===== src/rtl/div_seq.sv =====
// Multi-cycle restoring divider, signed 32-bit by default: quotient on LO, remainder on HI.
// Optional macro DIV_UNSIGNED_SEL_EN adds input uns, which selects unsigned division per operation.

// state | meaning
// IDLE  | waiting for start; operands latched on acceptance
// ITER  | one restoring quotient bit per clock, WIDTH cycles
// FIX   | sign correction / divide-by-zero result, done on exit
module div_seq #(
   parameter int WIDTH = 32
) (
   input  logic             clk,
   input  logic             clr_n,
   input  logic             start,
   input  logic [WIDTH-1:0] A,
   input  logic [WIDTH-1:0] B,
`ifdef DIV_UNSIGNED_SEL_EN
   input  logic             uns,
`endif
   output logic [WIDTH-1:0] LO,
   output logic [WIDTH-1:0] HI,
   output logic             busy,
   output logic             done,
   output logic             div_by_zero
);

   localparam int CW = (WIDTH > 1) ? $clog2(WIDTH) : 1;

   typedef enum logic [1:0] {
      IDLE = 2'd0,
      ITER = 2'd1,
      FIX  = 2'd2
   } state_t;

   state_t           state;
   state_t           state_nxt;

   logic [WIDTH-1:0] rem;
   logic [WIDTH-1:0] quo;
   logic [WIDTH-1:0] dvs;
   logic [CW-1:0]    cnt;
   logic             sign_q;
   logic             sign_r;
   logic             dbz;

   logic             uns_sel;
   logic             accept;
   logic             b_zero;
   logic             a_neg;
   logic             b_neg;
   logic [WIDTH-1:0] a_abs;
   logic [WIDTH-1:0] b_abs;
   logic [WIDTH:0]   rem_sh;
   logic [WIDTH:0]   rem_sub;
   logic             take;
   logic [WIDTH-1:0] rem_step;
   logic [WIDTH-1:0] quo_step;
   logic [WIDTH-1:0] q_fix;
   logic [WIDTH-1:0] r_fix;

`ifdef DIV_UNSIGNED_SEL_EN
   assign uns_sel = uns;
`else
   assign uns_sel = 1'b0;
`endif

   // A start landing in the done cycle is dropped; the control unit re-issues it.
   assign accept = (state == IDLE) && start && !done;
   assign b_zero = (B == '0);
   assign a_neg  = A[WIDTH-1] & ~uns_sel;
   assign b_neg  = B[WIDTH-1] & ~uns_sel;
   assign a_abs  = a_neg ? ('0 - A) : A;
   assign b_abs  = b_neg ? ('0 - B) : B;

   // rem < dvs always holds, so the extra bit of the difference is a clean borrow flag.
   assign rem_sh   = {rem, quo[WIDTH-1]};
   assign rem_sub  = rem_sh - {1'b0, dvs};
   assign take     = ~rem_sub[WIDTH];
   assign rem_step = take ? rem_sub[WIDTH-1:0] : rem_sh[WIDTH-1:0];
   assign quo_step = {quo[WIDTH-2:0], take};

   assign q_fix = sign_q ? ('0 - quo) : quo;
   assign r_fix = sign_r ? ('0 - rem) : rem;

   always_ff @(posedge clk or negedge clr_n) begin
      if (!clr_n) begin
         state <= IDLE;
      end else begin
         state <= state_nxt;
      end
   end

   always_comb begin
      state_nxt = state;
      case (state)
         IDLE: begin
            if (accept) begin
               state_nxt = b_zero ? FIX : ITER;
            end
         end
         ITER: begin
            if (cnt == '0) begin
               state_nxt = FIX;
            end
         end
         FIX: begin
            state_nxt = IDLE;
         end
         default: begin
            state_nxt = IDLE;
         end
      endcase
   end

   always_ff @(posedge clk or negedge clr_n) begin
      if (!clr_n) begin
         rem         <= '0;
         quo         <= '0;
         dvs         <= '0;
         cnt         <= '0;
         sign_q      <= 1'b0;
         sign_r      <= 1'b0;
         dbz         <= 1'b0;
         LO          <= '0;
         HI          <= '0;
         busy        <= 1'b0;
         done        <= 1'b0;
         div_by_zero <= 1'b0;
      end else begin
         done <= 1'b0;
         case (state)
            IDLE: begin
               if (accept) begin
                  busy   <= 1'b1;
                  dbz    <= b_zero;
                  sign_q <= a_neg ^ b_neg;
                  sign_r <= a_neg;
                  rem    <= '0;
                  // On divide by zero quo just carries the raw dividend through to HI.
                  quo    <= b_zero ? A : a_abs;
                  dvs    <= b_abs;
                  cnt    <= CW'(WIDTH - 1);
               end
            end
            ITER: begin
               rem <= rem_step;
               quo <= quo_step;
               cnt <= cnt - CW'(1);
            end
            FIX: begin
               busy <= 1'b0;
               done <= 1'b1;
               if (dbz) begin
                  LO          <= '1;
                  HI          <= quo;
                  div_by_zero <= 1'b1;
               end else begin
                  LO          <= q_fix;
                  HI          <= r_fix;
                  div_by_zero <= 1'b0;
               end
            end
            default: begin
               busy <= 1'b0;
            end
         endcase
      end
   end

endmodule

===== config.mk =====
export PLATFORM = sky130hd
export DESIGN_NAME = div_seq
export DESIGN_NICKNAME = d
export VERILOG_FILES = /design/src/rtl/div_seq.sv
export SDC_FILE = /design/constraint.sdc
export NUM_CORES = 1
export LEC_CHECK = 0
export ABC_CLOCK_PERIOD_IN_PS = 8400
export CAP_MARGIN = 25
export CORE_MARGIN = 10
export CORE_UTILIZATION = 30
export DETAILED_ROUTE_END_ITERATION = 7
export GPL_ROUTABILITY_DRIVEN = 0
export PLACE_DENSITY = 0.52
export SYNTH_ARGS = -nofsm -noshare
export SYNTH_HDL_FRONTEND = slang
export SYNTH_SLANG_ARGS = --single-unit

===== constraint.sdc =====
create_clock -name clk -period 8.4 [get_ports clk]
set_clock_uncertainty 0.2 [all_clocks]
set_input_delay 0.84 -clock clk [delete_from_list [all_inputs] [get_ports clk]]
set_output_delay 0.84 -clock clk [all_outputs]
set_load 0.01 [all_outputs]

# Word-level counts from Yosys, hierarchy flattened
# Cells that the tools add are included.
[classes]
n_addsub = 6
n_eq_ne = 4
n_mux = 22
n_bitwise = 3
reduce_logical = 11
[op_table]
columns = ["op", "count"]
rows = [
  ["2-to-1 mux 32 bit", 10],
  ["one-hot mux 32 bit (2 select lines)", 2],
  ["subtractor 1 x 32 -> 32 bit, first input constant", 4],
  ["subtractor 33 x 32 -> 33 bit", 1],
  ["logical NOT 32 bit", 1],
  ["one-hot mux 5 bit (2 select lines)", 1],
  ["AND reduction 2 bit", 4],
  ["2-to-1 mux 2 bit", 3],
  ["logical NOT 5 bit", 1],
  ["2-to-1 mux 5 bit", 1],
  ["subtractor 5 x 1 -> 5 bit, second input constant", 1],
  ["!= test 2 bit, second input constant", 2],
  ["one-hot mux 2 bit (2 select lines)", 1],
  ["2-to-1 mux 1 bit", 3],
  ["equality test 2 x 1 -> 1 bit, second input constant", 1],
  ["equality test 2 bit, second input constant", 1],
  ["logical AND 1 bit", 2],
  ["logical NOT 2 bit", 1],
  ["NOT 1 bit", 2],
  ["one-hot mux 1 bit (2 select lines)", 1],
  ["nonzero test 2 bit", 1],
  ["logical NOT 1 bit", 1],
  ["XOR 1 bit", 1],
]
[word_totals]
reg_bits = 173
word_cells = 59

# Logic depth before layout (Yosys ltp)
[logic_depth]
ltp_word = 5
depth_mapped = 13
depth_no_buf = 12

# Worst setup path before layout
# Ideal clock, no wire load.
[synth_timing]
kind = "in2reg"
startpoint = "input A[4]"
endpoint = "register quo[28]"
t_arrival_ns = 3.468
t_required_ns = 8.076
setup_slack_ns = 4.608
stages = 9
path_cell_list = "or3_4 -> or3b_4 -> or3_1 -> or4_4 -> or4_4 -> nand2b_4 -> o31ai_4 -> xor2_1 -> o21ai_1"
[synth_via]
elab_chain_cells = 5
[synth_rtl]
columns = ["item", "line", "text"]
rows = [
  ["from (decl)", "14", "input logic [WIDTH-1:0] A,"],
  ["subtractor 1 x 32 -> 32 bit", "71", "assign a_abs = a_neg ? ('0 - A) : A;"],
  ["2-to-1 mux 32 bit", "71", ""],
  ["2-to-1 mux 32 bit", "139", "quo <= b_zero ? A : a_abs;"],
  ["2-to-1 mux 32 bit", "132", "if (accept) begin"],
  ["one-hot mux 32 bit (2 select lines)", "130", "case (state)"],
  ["to (signal assigned)", "139", ""],
  ["to (signal assigned)", "146", "quo <= quo_step;"],
  ["to (decl)", "38", "logic [WIDTH-1:0] quo;"],
]
# No other way between the ends. The select of a mux whose other input is x is not followed.
# A chain may end at the register's enable or synchronous reset.

# Worst setup path after layout
[layout_timing]
startpoint = "input B[10]"
endpoint = "register quo[9]"
[layout_via]
elab_chain_cells = 4
[layout_rtl]
columns = ["item", "line", "text"]
rows = [
  ["from (decl)", "15", "input logic [WIDTH-1:0] B,"],
  ["logical NOT 32 bit", "68", "assign b_zero = (B == '0);"],
  ["2-to-1 mux 32 bit", "139", ""],
  ["2-to-1 mux 32 bit", "132", ""],
  ["one-hot mux 32 bit (2 select lines)", "130", ""],
]
# No other way between the ends. The select of a mux whose other input is x is not followed.

==> flow_results.org <==
** Run status
- The run finished with clean final reports.

** Yosys
- Most frequent cells after synthesis :: nand2_1 (204), o21ai_0 (180), dfrtp_1 (173)
- Distinct cells, synth :: 65
- Most area-consuming cells after synthesis :: dfrtp_1 (38%), xor2_1 (8.7%), o21ai_0 (7.9%)
- Area share of the largest cell type after synthesis :: approximately two fifths
- The cell count after synthesis came out at 1376.
- For this run, asynchronously set or reset flops after synthesis account for 100.0%.
- For this run, the register share of the synthesized area comes to around two fifths.
- Most used DFF post-synth :: dfrtp_1
- Synthesis produced a netlist with a net count of 1482.
- The biggest area contributor in the post-synthesis netlist is dfrtp_1.
- The synthesized design contains 173 register bits.
- YS warnings :: 0
- Post-synthesis instance area :: 11340 sq um
- Counting flops with a built-in enable in the synthesized netlist gives 0.
- Most frequently used cell type in the post-synthesis netlist :: nand2_1
- A synthesized cell averages 8.241 sq um.

** Floorplanning
- Initial core utilization :: 30.25%
- Die Y :: 214.4 microns
- Total Die Area :: roughly 46000 sq um
- Count of pins on the block boundary :: 134
- The floorplan has 71 rows.
- Area of the core :: 37490 sq um
- Horizontal extent of the die :: roughly 210 microns

** Worst setup path
- In this run the worst path has a maximum fanout of 25.
- Critical setup path kind :: in -> reg
- Critical Path RT :: approximately 8.5 ns
- Worst reg2reg path endpoint :: rem[25]
- CP endpoint :: quo[9]
- Arrival time at the worst endpoint :: 4.15 ns
- Critical Path, Cell by Cell :: clkdlybuf4s50_1, or4_1, nor4_1, nand2_1, or3_1, nor3b_2, and2b_4, o41ai_1, xor2_1, o21ai_0
- The kind of cell with the highest combined delay along the critical path is simple AND/OR/NAND/NOR gates.
- For this run, the slowest stage of the critical path takes ~0.61 ns.
- The critical path runs through a total of 10 cells.
- CP Launch Type :: input pin
- The worst register-to-register path begins at quo[31].
- Type of destination of the critical path :: flop
- Tracing the worst setup path back leads to its startpoint at B[10].
- The slowest stage of the critical path belongs to the cell or4_1.
- In this run the register-to-register setup slack is between 4 and 5 ns.
- Together, buffers and inverters on the worst path number 1.
- Depth of the worst register-to-register path :: 12

** Detailed routing
- Wire length after detailed routing :: approximately 34000 microns
- Across all layers, the routed design uses 9906 vias.
- The first detailed-routing pass took 5 iterations.
- In the final routed layout, each cell accounts on average for ~17 microns.
- The detailed router finished its first iteration with about 600 violations.
- Routed Antenna Nets :: 0
- After detailed routing, the number of remaining DRC violations is 0.
- After detailed routing, the number of vias per cell comes to between 4 and 5.

** Clock network
- After clock tree synthesis, the repair step resized 0 gates.
- Clock net sink count :: 173
- The number of setup buffers added after CTS is 0.
- TritonCTS created 17 clock buffers.
- CTS root buffer :: clkbuf_16
- Clock-pin slew on the worst setup and hold paths :: 0.07 ns
- TritonCTS built the clock tree.
- In this run, post-CTS hold repair placed 0 buffers.
- Skew-Pair Late Insertion Delay :: 0.44 ns
- H-tree level count :: 4
- The clock passes through at most 2 buffers.

** Power and ir drop
- The analysis attributes to cell leakage a power of 5.803 nW.
- The worst-case IR drop observed on VDD is 0.2639 mV.
- Tot Pwr :: 5.979 mW
- For this design the ratio of total power to cell area is 435.0 nW/um^2.

** Timing
- Final critical-path share of the clock period :: 48.17%
- The smallest clock period supported by the final layout is computed as 4.046 ns.
- Setup violations remaining at the end of the flow were counted as 0.
- Max Freq :: 247.1 MHz
- Unrepaired setup endpoints after global routing :: false
- For the final routed database, the setup TNS stands at 0 ns.
- Setup slack closes at 4.354 ns.
- The total count of max-transition violations in the final report was 0.
- Worst Max-Slew Pin Slew :: 0.9385 ns
- Headroom to the max-slew limit came out at a little under two fifths.
- Final number of hold-violating endpoints :: 0

** Global route
- For this run the aggregate overflow at the end of global routing stands at 0.
- Entering global routing, the biggest net connects about 110 pins.
- Wire length of the first global-routing pass :: 55250 microns
- Initial antenna violation count :: 1
- The via count of the first global-routing pass was 9725.
- Global routing consumed, over all layers together, between 10% and 20% of the routing resources.

** Place
- Prior to clock tree synthesis, the placed netlist has a worst setup slack of 3.879 ns.
- Number of port buffers :: between 100 and 150
- Final HPWL from detailed placement :: ~26000 microns

** Finish
- Total inserted antenna cells :: 0
- In the final design database the tool counted 1565 nets.
- From synthesis to final layout, the design area changed by 21.21%.
- Share of post-route cells with drive strength above 1 :: 4.959%
- Registers take 4330 sq um.
- After filler insertion, the fill cell instance count of the layout stands at 3970.
- Area occupied by multi-input gates :: 6496 sq um

** Flow run
- Total of max-cap violations :: 0

** Min path
- Worst hold path type :: in -> async
[worst min path at each step]
stage | end | from | depth (start not counted)
final | LO[1] | clr_n | 1
after global routing | LO[2] | clr_n | 1
after CTS | LO[1] | clr_n | 1
after detailed placement | dvs[21] | dvs[21] | 2
after global placement | dvs[15] | dvs[15] | 2
after floorplan | dvs[2] | dvs[2] | 2
[placed cells by master, fill, tap and decap left out, types with 8 or more instances in the layout]
cell and instances:
or4_1 8, nand3_1 18, nor3_1 18, ha_1 38, xor2_1 112, o41ai_1 18
dfrtp_1 172, a21o_1 13, nor4_1 10, clkdlybuf4s50_1 132, a21oi_1 113, inv_1 56
nand2_1 204, a22oi_1 29, clkbuf_16 17, xnor2_1 33, mux2i_1 14, a31oi_1 11
nor2_1 98, or3_1 14, o31ai_1 31, o21ai_0 180, nand2b_1 10, buf_4 12
[metal layers]
layer | up-vias | global-route usage (%) | part of all wire [%]
met5 | - | 0 | 0.050
met4 | 2 | 3.403 | 1.2
met3 | 28 | 2.835 | 4.0
met2 | 208 | 22.09 | 44
met1 | 4661 | 21.18 | 51
li1 | 5007 | - | -
[report_power, final]
group          switching [mW]  leakage, nW  total [mW]  internal (mW)
logic                    1.99         3.38        3.45           1.47
registers               0.484         2.13        1.71           1.22
clock network           0.366        0.297       0.819          0.453
total                    2.84         5.80        5.98           3.14
[logic make-up after synthesis]
family	count (synthesis)	share of synthesized area, %
multiplexers	14	1.236
flip-flops	173	38.18
buffers and inverters	140	4.932
AND/OR/NAND/NOR	427	17.16
XOR/XNOR	147	11.35
AO/OA/AOI/OAI	436	22.77
adder cells (fa/ha/maj)	39	4.369
[area by class of cell]
class,count,share of cell area (%)
repair buffers,147,10.66
flip-flops and latches,173,31.51
clock buffers,18,3.195
inverters,57,1.557
clock inverters,14,1.165
multi-input cells,1063,47.26
well taps,511,4.652
[metrics by stage]
stage | util (%) | cells | cell area [sq um] | hold slack (ns)
floorplan | - | 1376 | 11340 | 0.2485
global placement | 34.95 | 1949 | 13100 | 0.2619
detailed placement | 34.99 | 1950 | 13120 | 0.2707
CTS | 36.59 | 1982 | 13720 | 0.1546
global route | 36.66 | 1983 | 13740 | 0.1762
finish | 36.66 | 1983 | 13740 | 0.1454
[worst register-to-register path, cell delays in order (launching register included)]
cell	delay, ns
dfrtp_1	0.37
inv_1	0.16
ha_1	0.28
fa_1	0.38
nand2b_1	0.21
a21oi_1	0.24
o21bai_1	0.15
o21ai_0	0.38
a21oi_1	0.31
xor2_2	0.22
buf_4	0.28
a32o_1	0.31
or3_1	0.30
[registers in the layout, indices dropped and copies added, names as in the netlist]
register	cells
rem	32
LO	32
state	2
sign_q	1
div_by_zero	1
HI	32
quo	32
dbz	1
dvs	32
done	1
cnt	5
busy	1
sign_r	1
Power figures use the tool's default switching activity.
